**src/rtl/reg_file_pkg.sv**
```systemverilog
// rtl/reg_file_pkg.sv - shared widths, opcodes and FSM state type for the register-file access controller
package reg_file_pkg;

  localparam int DATA_W = 8;
  localparam int ADDR_W = 3;

  localparam logic [7:0] OP_LOADI = 8'h00;
  localparam logic [7:0] OP_MOV   = 8'h01;
  localparam logic [7:0] OP_ADD   = 8'h02;
  localparam logic [7:0] OP_SUB   = 8'h03;
  localparam logic [7:0] OP_AND   = 8'h04;
  localparam logic [7:0] OP_OR    = 8'h05;

  typedef enum logic [2:0] {
    S_IDLE  = 3'd0,
    S_READ  = 3'd1,
    S_WAIT  = 3'd2,
    S_EXEC  = 3'd3,
    S_WRITE = 3'd4
  } state_t;

  function automatic logic is_legal_op(input logic [7:0] op);
    return (op <= OP_OR);
  endfunction

endpackage

```
**src/rtl/reg_file_access_ctrl_if.sv**
```systemverilog
// rtl/reg_file_access_ctrl_if.sv - instruction handshake, register-file port set and status signals
interface reg_file_access_ctrl_if #(
  parameter int DATA_W = reg_file_pkg::DATA_W,
  parameter int ADDR_W = reg_file_pkg::ADDR_W
);

  logic [31:0]       INSTR;
  logic              INSTR_VALID;
  logic              INSTR_READY;
  logic [ADDR_W-1:0] READREG1;
  logic [ADDR_W-1:0] READREG2;
  logic [DATA_W-1:0] REGOUT1;
  logic [DATA_W-1:0] REGOUT2;
  logic [ADDR_W-1:0] WRITEREG;
  logic [DATA_W-1:0] WRITEDATA;
  logic              WRITEENABLE;
  logic [DATA_W-1:0] RESULT;
  logic              DONE;
  logic              ERR;

  // master is the controller; slave is the fetch stage plus register file side
  modport master (
    input  INSTR, INSTR_VALID, REGOUT1, REGOUT2,
    output INSTR_READY, READREG1, READREG2, WRITEREG, WRITEDATA,
           WRITEENABLE, RESULT, DONE, ERR
  );

  modport slave (
    output INSTR, INSTR_VALID, REGOUT1, REGOUT2,
    input  INSTR_READY, READREG1, READREG2, WRITEREG, WRITEDATA,
           WRITEENABLE, RESULT, DONE, ERR
  );

endinterface

```
**src/rtl/reg_alu_op.sv**
```systemverilog
// rtl/reg_alu_op.sv - combinational opcode/operand to result mapping, arithmetic wraps modulo 2^DATA_W
module reg_alu_op
  import reg_file_pkg::*;
#(
  parameter int DATA_W = 8
) (
  input  logic [7:0]        op,
  input  logic [DATA_W-1:0] opa,
  input  logic [DATA_W-1:0] opb,
  input  logic [7:0]        imm,
  output logic [DATA_W-1:0] result
);

  always_comb begin
    result = '0;
    case (op)
      OP_LOADI: result = DATA_W'(imm);
      OP_MOV:   result = opb;
      OP_ADD:   result = opa + opb;
      OP_SUB:   result = opa - opb;
      OP_AND:   result = opa & opb;
      OP_OR:    result = opa | opb;
      default:  result = '0;
    endcase
  end

endmodule

```
**src/rtl/reg_file_access_ctrl.sv**
```systemverilog
// rtl/reg_file_access_ctrl.sv - accepts one instruction, reads operands, computes and writes back the result
module reg_file_access_ctrl
  import reg_file_pkg::*;
#(
  parameter int DATA_W    = reg_file_pkg::DATA_W,
  parameter int ADDR_W    = reg_file_pkg::ADDR_W,
  parameter int READ_WAIT = 1
) (
  input  logic                   CLK,
  input  logic                   RESET_N,
  reg_file_access_ctrl_if.master bus
);

  localparam int CNT_W = (READ_WAIT > 1) ? $clog2(READ_WAIT) : 1;

  state_t            state;
  logic [CNT_W-1:0]  wait_cnt;
  logic [7:0]        op_q;
  logic [7:0]        imm_q;
  logic [ADDR_W-1:0] dest_q;
  logic [DATA_W-1:0] opa_q;
  logic [DATA_W-1:0] opb_q;
  logic [DATA_W-1:0] alu_result;

  logic              ready_q;
  logic [ADDR_W-1:0] readreg1_q;
  logic [ADDR_W-1:0] readreg2_q;
  logic [ADDR_W-1:0] writereg_q;
  logic [DATA_W-1:0] writedata_q;
  logic              we_q;
  logic [DATA_W-1:0] result_q;
  logic              done_q;
  logic              err_q;

  logic [7:0] instr_op;
  logic       unused_instr_bits;

  assign instr_op          = bus.INSTR[31:24];
  assign unused_instr_bits = ^{bus.INSTR[23:19], bus.INSTR[15:11]};

  reg_alu_op #(.DATA_W(DATA_W)) u_alu (
    .op     (op_q),
    .opa    (opa_q),
    .opb    (opb_q),
    .imm    (imm_q),
    .result (alu_result)
  );

  always_ff @(posedge CLK or negedge RESET_N) begin
    if (!RESET_N) begin
      state       <= S_IDLE;
      wait_cnt    <= '0;
      op_q        <= '0;
      imm_q       <= '0;
      dest_q      <= '0;
      opa_q       <= '0;
      opb_q       <= '0;
      ready_q     <= 1'b0;
      readreg1_q  <= '0;
      readreg2_q  <= '0;
      writereg_q  <= '0;
      writedata_q <= '0;
      we_q        <= 1'b0;
      result_q    <= '0;
      done_q      <= 1'b0;
      err_q       <= 1'b0;
    end else begin
      we_q   <= 1'b0;
      done_q <= 1'b0;
      err_q  <= 1'b0;
      case (state)
        S_IDLE: begin
          ready_q <= 1'b1;
          if (bus.INSTR_VALID && ready_q) begin
            op_q   <= instr_op;
            imm_q  <= bus.INSTR[7:0];
            dest_q <= bus.INSTR[16 +: ADDR_W];
            if (!is_legal_op(instr_op)) begin
              err_q <= 1'b1;
            end else if (instr_op == OP_LOADI) begin
              ready_q <= 1'b0;
              state   <= S_EXEC;
            end else begin
              // Addresses are registered on acceptance so they are on the port throughout READ.
              ready_q    <= 1'b0;
              readreg1_q <= bus.INSTR[8 +: ADDR_W];
              readreg2_q <= bus.INSTR[0 +: ADDR_W];
              state      <= S_READ;
            end
          end
        end
        S_READ: begin
          wait_cnt <= CNT_W'(READ_WAIT - 1);
          state    <= S_WAIT;
        end
        S_WAIT: begin
          if (wait_cnt == '0) begin
            opa_q <= bus.REGOUT1;
            opb_q <= bus.REGOUT2;
            state <= S_EXEC;
          end else begin
            wait_cnt <= wait_cnt - 1'b1;
          end
        end
        S_EXEC: begin
          // Write strobe and result are registered here so they are visible for the whole WRITE cycle.
          we_q        <= 1'b1;
          done_q      <= 1'b1;
          writereg_q  <= dest_q;
          writedata_q <= alu_result;
          result_q    <= alu_result;
          state       <= S_WRITE;
        end
        S_WRITE: begin
          ready_q <= 1'b1;
          state   <= S_IDLE;
        end
        default: begin
          ready_q <= 1'b0;
          state   <= S_IDLE;
        end
      endcase
    end
  end

  assign bus.INSTR_READY = ready_q;
  assign bus.READREG1    = readreg1_q;
  assign bus.READREG2    = readreg2_q;
  assign bus.WRITEREG    = writereg_q;
  assign bus.WRITEDATA   = writedata_q;
  assign bus.WRITEENABLE = we_q;
  assign bus.RESULT      = result_q;
  assign bus.DONE        = done_q;
  assign bus.ERR         = err_q;

endmodule
```
**src/flat_wrapper.sv**
```systemverilog
// flat-port wrapper written by rule: the top's interface ports become plain ports
module reg_file_access_ctrl_flat import reg_file_pkg::*;
#(
  parameter int DATA_W    = reg_file_pkg::DATA_W,
  parameter int ADDR_W    = reg_file_pkg::ADDR_W,
  parameter int READ_WAIT = 1
)
  (CLK, RESET_N, bus_INSTR, bus_INSTR_VALID, bus_REGOUT1, bus_REGOUT2, bus_INSTR_READY, bus_READREG1, bus_READREG2, bus_WRITEREG, bus_WRITEDATA, bus_WRITEENABLE, bus_RESULT, bus_DONE, bus_ERR);
  reg_file_access_ctrl_if #(.DATA_W(DATA_W), .ADDR_W(ADDR_W)) bus_i ();
  input  logic CLK;
  input  logic RESET_N;
  input wire logic [$bits(bus_i.INSTR)-1:0] bus_INSTR;
  input wire logic [$bits(bus_i.INSTR_VALID)-1:0] bus_INSTR_VALID;
  input wire logic [$bits(bus_i.REGOUT1)-1:0] bus_REGOUT1;
  input wire logic [$bits(bus_i.REGOUT2)-1:0] bus_REGOUT2;
  output wire logic [$bits(bus_i.INSTR_READY)-1:0] bus_INSTR_READY;
  output wire logic [$bits(bus_i.READREG1)-1:0] bus_READREG1;
  output wire logic [$bits(bus_i.READREG2)-1:0] bus_READREG2;
  output wire logic [$bits(bus_i.WRITEREG)-1:0] bus_WRITEREG;
  output wire logic [$bits(bus_i.WRITEDATA)-1:0] bus_WRITEDATA;
  output wire logic [$bits(bus_i.WRITEENABLE)-1:0] bus_WRITEENABLE;
  output wire logic [$bits(bus_i.RESULT)-1:0] bus_RESULT;
  output wire logic [$bits(bus_i.DONE)-1:0] bus_DONE;
  output wire logic [$bits(bus_i.ERR)-1:0] bus_ERR;
  assign bus_i.INSTR = bus_INSTR;
  assign bus_i.INSTR_VALID = bus_INSTR_VALID;
  assign bus_i.REGOUT1 = bus_REGOUT1;
  assign bus_i.REGOUT2 = bus_REGOUT2;
  assign bus_INSTR_READY = bus_i.INSTR_READY;
  assign bus_READREG1 = bus_i.READREG1;
  assign bus_READREG2 = bus_i.READREG2;
  assign bus_WRITEREG = bus_i.WRITEREG;
  assign bus_WRITEDATA = bus_i.WRITEDATA;
  assign bus_WRITEENABLE = bus_i.WRITEENABLE;
  assign bus_RESULT = bus_i.RESULT;
  assign bus_DONE = bus_i.DONE;
  assign bus_ERR = bus_i.ERR;
  reg_file_access_ctrl #(.DATA_W(DATA_W), .ADDR_W(ADDR_W), .READ_WAIT(READ_WAIT)) u_core (.CLK(CLK), .RESET_N(RESET_N), .bus(bus_i));
endmodule
```
**config.mk**
```make
export PLATFORM = sky130hd
export DESIGN_NAME = reg_file_access_ctrl_flat
export DESIGN_NICKNAME = d
export VERILOG_FILES = /design/src/rtl/reg_file_pkg.sv /design/src/rtl/reg_file_access_ctrl_if.sv /design/src/rtl/reg_alu_op.sv /design/src/rtl/reg_file_access_ctrl.sv /design/src/flat_wrapper.sv
export SDC_FILE = /design/constraint.sdc
export NUM_CORES = 1
export LEC_CHECK = 0
export ABC_CLOCK_PERIOD_IN_PS = 7250
export CAP_MARGIN = 40
export CORE_AREA = 2 2 91 93
export DETAILED_ROUTE_END_ITERATION = 8
export DIE_AREA = 0 0 93 95
export GPL_TIMING_DRIVEN = 0
export PLACE_DENSITY = 0.74
export SLEW_MARGIN = 25
export SYNTH_ARGS = -nofsm -noshare
export SYNTH_HDL_FRONTEND = slang
export SYNTH_HIERARCHICAL = 1
export SYNTH_SLANG_ARGS = --single-unit
```
**constraint.sdc**
```tcl
create_clock -name CLK -period 7.25 [get_ports CLK]
set_input_delay 1.0875 -clock CLK [delete_from_list [all_inputs] [get_ports CLK]]
set_output_delay 1.0875 -clock CLK [all_outputs]
set_load 0.05 [all_outputs]
```
Word-level counts from Yosys, hierarchy flattened
Cells that the tools add are included.
- reduce and logical (&&, ||, !) cells: 10
- $lt $le $gt $ge: 1
- bitwise operators: 4
- div/mod/pow operators: 0
- multipliers: 0
- multiplexer cells: 14
- shift-type cells: 0
- add/sub/neg operators: 3
- equal/unequal tests: 12
- operators with widths (operator ; number):
    case mux 8 bit (6 select lines) ; 1
    equality test 8 x 2 -> 1 bit (second input constant) ; 2
    equality test 8 x 3 -> 1 bit (second input constant) ; 2
    logical NOT 8 bit ; 2
    case mux 3 bit (4 select lines) ; 1
    two-way mux 3 bit ; 3
    adder 8 bit ; 1
    bitwise AND 8 bit ; 1
    equality test 8 x 1 -> 1 bit (second input constant) ; 1
    <= comparator 8 x 3 -> 1 bit (second input constant) ; 1
    bitwise OR 8 bit ; 1
    subtractor 8 bit ; 1
    equality test 3 x 2 -> 1 bit (second input constant) ; 2
    two-way mux 1 bit ; 6
    != test 2 x 1 -> 1 bit (second input constant) ; 2
    AND reduction 2 bit ; 2
    AND reduction 4 bit ; 1
    equality test 3 x 1 -> 1 bit (second input constant) ; 1
    equality test 3 bit (second input constant) ; 1
    logical NOT 3 bit ; 1
    case mux 1 bit (3 select lines) ; 1
    AND reduction 3 bit ; 1
    OR reduction 3 bit ; 1
    two-way mux 2 bit ; 1
    other kinds (6) ; 7
- ROM bits: 0
- flip-flop bits (word level): 59
- bits in writable memories: 0
- input port bits: 51
- output and inout port bits: 29
- latch bits: 0
- logic and storage cells: 58
- memories: 0

Longest topological paths before layout
- depth in word-level cells: 5
- depth in mapped cells: 15

By module
Netlist, hierarchy kept.
- modules (own cells, without submodules) (module ; times used ; area an instance (um2) ; seq. area each (um2) ; cells each):
    reg_file_access_ctrl ; 1 ; 2323.5 ; 1451.4 ; 166
    reg_alu_op ; 1 ; 748.2 ; 0.0 ; 104

Worst setup path after synthesis
Ideal clock, no wire load.
- kind: reg2reg
- start: register u_core.op_q[3]
- end: register u_core.result_q[6], in the netlist u_core/bus.RESULT[6]
- slack: 4.217 ns
- path buffers: 0
- stages on the path, launching flop included: 13
- setup time: 0.118 ns
- arrival: 2.915 ns
- path through: dfrtp_1 or4_4 or4_4 mux2i_1 fa_1 a21o_1 a21oi_1 o21bai_1 a21oi_1 xnor2_1 o22ai_1 nand2_1 nand2_1
- word-level cells in the longest chain between the ends: 2
- RTL lines (item ; line ; text):
    start, declared ; reg_file_access_ctrl.sv:18 ; logic [7:0] op_q;
    start signal, assigned ; reg_file_access_ctrl.sv:75 ; op_q <= instr_op;
    equality test 8 x 3 -> 1 bit, or another cell as far along ; reg_alu_op.sv:16 ; case (op)
    case mux 8 bit (6 select lines) * ; reg_alu_op.sv:16 ;
    net u_core.alu_result[6] ; reg_file_access_ctrl.sv:23 ; logic [DATA_W-1:0] alu_result;
    end signal, assigned ; reg_file_access_ctrl.sv:111 ; result_q <= alu_result;
    end, declared ; reg_file_access_ctrl.sv:31 ; logic [DATA_W-1:0] result_q;
Mark *: on every way through the listed nets, which the timed path passes. The rest lies on a longest branch.
A chain may end at the register's enable or synchronous reset.

Final worst setup path
- start: register u_core.op_q[3]
- end: register u_core.result_q[5], in the netlist u_core/bus.RESULT[5]
Same word-level chain as after synthesis.

==> results.json <==
{
  "wl_per_cell_um": 15.30,
  "cp.required_ps": 7490,
  "use_met2_pct": 28.74,
  "avgSynthCellArea_sq_um": 11.38,
  "yosys_warnings": 6,
  "finalSetupViolCount": 0,
  "fin_crit_ps": 3319,
  "first_pass_iters": 4,
  "worstPathMaxFanout": 4,
  "dr.first_iter.drc_count": 138,
  "r2r_cells": 15,
  "grt_max_degree": 34,
  "worst_pin_slew_ps": 653.1,
  "synth_cell_type_count": 43,
  "antenna_found_initial": 0,
  "gr-usage-met3_pct": 4.389,
  "tns_ps": 0,
  "post_layout_nonfiller_instances": 461,
  "grt_pass1_vias": 2446,
  "root_buffer": "clkbuf_8",
  "hp-start": "u_core/bus.WRITEREG[2]$_DFFE_PN0P_",
  "fp.dieW_um": 93,
  "worst_setup_path_start_kind": "register",
  "drive_above_1_share_pct": 23.31,
  "gp_congestion": 0.8779,
  "powerDensity_nw_per_um2": 472.6,
  "rows": 33,
  "relSlewSlack_pct": 56.27,
  "end_kind": "register",
  "die_area_sq_um": 8835,
  "syn_area_sq_um": 3072,
  "port_buffers": 69,
  "syn_to_final_growth_pct": 35.07,
  "nets": 413,
  "critPathMaxStageDelay_ps": 550,
  "cts_hold_buffers": 0,
  "avgViaCountPerCell": 5.007,
  "io_pins": 80,
  "drv_slew": 0,
  "crit_path_start": "u_core/op_q[3]$_DFFE_PN0P_",
  "path_cells": "or4_4 -> or2_2 -> nor2_1 -> and3_1 -> nor2_1 -> xnor2_1 -> ha_1 -> o21ai_0 -> a21oi_1 -> o21ai_0 -> nand2b_1 -> xnor2_1 -> o22ai_1 -> nand2_1 -> nand2_1",
  "max_cap_violations": 0,
  "drc": 0,
  "clkTransAtPathRegs_ps": 70,
  "core_area_sq_um": 7928,
  "p_total_mw": 1.961,
  "fin_skew_ps": 7.727,
  "hold_depth": 2,
  "ys_ff_latch": 58,
  "antenna_cells": 0,
  "fin_crit_sh_pct": 45.78,
  "path_class": "reg -> reg",
  "post-route-util_pct": 52.34,
  "drt_wl_total_mm": 7.052,
  "synth_nets": 332,
  "dp_hpwl_mm": 5.271,
  "cts_buffers": 9,
  "start_util_pct": 38.75,
  "rsz0062_at_grt": "no",
  "synth-edff-count": 0,
  "max_freq_mhz": 301.3,
  "cts_resized": 0,
  "cts_max_path_buffers": 2,
  "syn-instance-count": 270,
  "grt-busiest-layer": "met2",
  "cp_slowest_cell": "or4_4",
  "ctsHtreeMaxLevel": 3,
  "cts_tree": "done",
  "reg2reg_from": "u_core/op_q[3]$_DFFE_PN0P_",
  "hold_violations": 0,
  "synthFlopType": "dfrtp_1",
  "clkSinkCount": 58,
  "leakage_nw": 1.859,
  "arrival_ps": 3560,
  "hold_class": "reg -> reg",
  "gr-usage-met1_pct": 21.19,
  "vias": 2308,
  "outcome": "finished clean",
  "async_flop_share_pct": 100.0,
  "grt_pass1_wl_mm": 11.63,
  "grt_usage_pct": 17.20,
  "die_h_um": 95,
  "detail-route-antenna-nets": 0,
  "dp_cells": 445,
  "cts_setup_buffers": 0,
  "worstSkewPairLatency_ps": 340,
  "yosysSeqAreaShare_pct": 47.25,
  "ir_worst_vdd_uv": 189.1,
  "overflow": 0
}
worst paths after layout:
path | slack (ps) | end
max | 3930 | u_core/bus.RESULT[5]$_DFFE_PN0P_
min | 480 | u_core/bus.WRITEREG[2]$_DFFE_PN0P_
max reg2reg | 3930 | u_core/bus.RESULT[5]$_DFFE_PN0P_
min reg2reg | 480 | u_core/bus.WRITEREG[2]$_DFFE_PN0P_
max in group asynchronous | 6120 | u_core/imm_q[3]$_DFFE_PN0P_
min in group asynchronous | 640 | u_core/bus.READREG1[1]$_DFFE_PN0P_
layout make-up:
| cell class | count | area (sq um) |
|---|---|---|
| well taps | 105 | 131.4 |
| plain buffers | 19 | 108.9 |
| flip-flops and latches | 58 | 1451 |
| multi-input cells | 185 | 1481 |
| fillers | 707 | 3779 |
| inverters | 8 | 30.03 |
| clock inverters | 4 | 72.57 |
| repair buffers | 70 | 708.2 |
| clock buffers | 12 | 165.2 |
cell families after synthesis:
kind of cell	Yosys count	share of synthesized area [%]
AO/OA/AOI/OAI	47	11.77
XOR/XNOR	13	3.707
adder cells (fa/ha/maj)	11	4.725
buffers and inverters	27	4.521
flip-flops	58	47.25
multiplexers	43	16.42
AND/OR/NAND/NOR	71	11.61
cell usage in the layout, fill, tap and decap left out, drive strengths merged:
cell | synthesis | routed
a211oi | 3 | 3
or2b | 1 | 1
buf | 12 | 14
xor2 | 3 | 3
xnor2 | 10 | 10
a21o | 2 | 2
nor2 | 13 | 13
clkbuf | 7 | 19
dfrtp | 58 | 58
nand3b | 1 | 1
clkinvlp | 0 | 1
inv | 8 | 8
and3 | 1 | 1
o211a | 6 | 6
or2 | 3 | 3
ha | 10 | 10
nand2 | 36 | 36
clkdlybuf4s50 | 0 | 68
nand2b | 5 | 5
nor4 | 1 | 1
and2b | 1 | 1
mux2i | 2 | 2
a22oi | 2 | 2
nor3b | 1 | 1
clkinv | 0 | 1
o21bai | 1 | 1
a221oi | 6 | 6
bufinv | 0 | 2
o32ai | 1 | 1
or3 | 3 | 3
a21oi | 9 | 9
a31oi | 4 | 4
o21ai | 6 | 6
nor3 | 3 | 3
o22ai | 6 | 6
mux2 | 41 | 41
or4 | 2 | 2
o311ai | 1 | 1
fa | 1 | 1
registers in the layout, indices dropped and copies added, names as in the netlist:
register and count:
u_core/dest_q 3, u_core/bus.INSTR_READY 1, u_core/imm_q 8, u_core/bus.READREG2 3
u_core/opb_q 8, u_core/bus.DONE 1, u_core/opa_q 8, u_core/state 3
u_core/bus.RESULT 8, u_core/bus.READREG1 3, u_core/op_q 8, u_core/bus.WRITEREG 3
u_core/bus.ERR 1
cell usage after synthesis (7+ instances only):
master	number	area, sq um
a21oi_1	9	45.04
buf_4	9	67.56
clkbuf_1	7	26.28
dfrtp_1	58	1451
ha_1	10	125.1
inv_1	8	30.03
mux2_2	35	394.1
nand2_1	36	135.1
nor2_1	13	48.80
xnor2_1	10	87.58
where the power goes:
group / total (mW) / internal (mW) / switching (mW)
sequential: 0.590 / 0.462 / 0.128
clock: 0.347 / 0.221 / 0.126
combinational: 1.02 / 0.486 / 0.537
worst max-delay path, delay by kind of cell, from the launching register on:
kind,cells,cell delay (ps)
AND/OR/NAND/NOR,8,1530
AO/OA/AOI/OAI,4,630
flip-flops,1,370
adder cells (fa/ha/maj),1,340
XOR/XNOR,2,330
metrics by stage:
| step | area [sq um] | setup WS [ps] | hold WS [ps] |
|---|---|---|---|
| detailed placement | 3911 | 3971 | 461.1 |
| finish | 4149 | 3931 | 476.1 |
| floorplan | 3072 | 4217 | 434.8 |
| global placement | 3894 | 3341 | 447.0 |
| global route | 4149 | 3715 | 491.7 |
| CTS | 4149 | 3957 | 474.8 |
layer usage:
layer  routed length, um  share of wire, %
met1                3087                44
met2                3534                50
met3                 329               4.7
met4                 101               1.4
met5                   0                 0
Power figures use the tool's default switching activity.
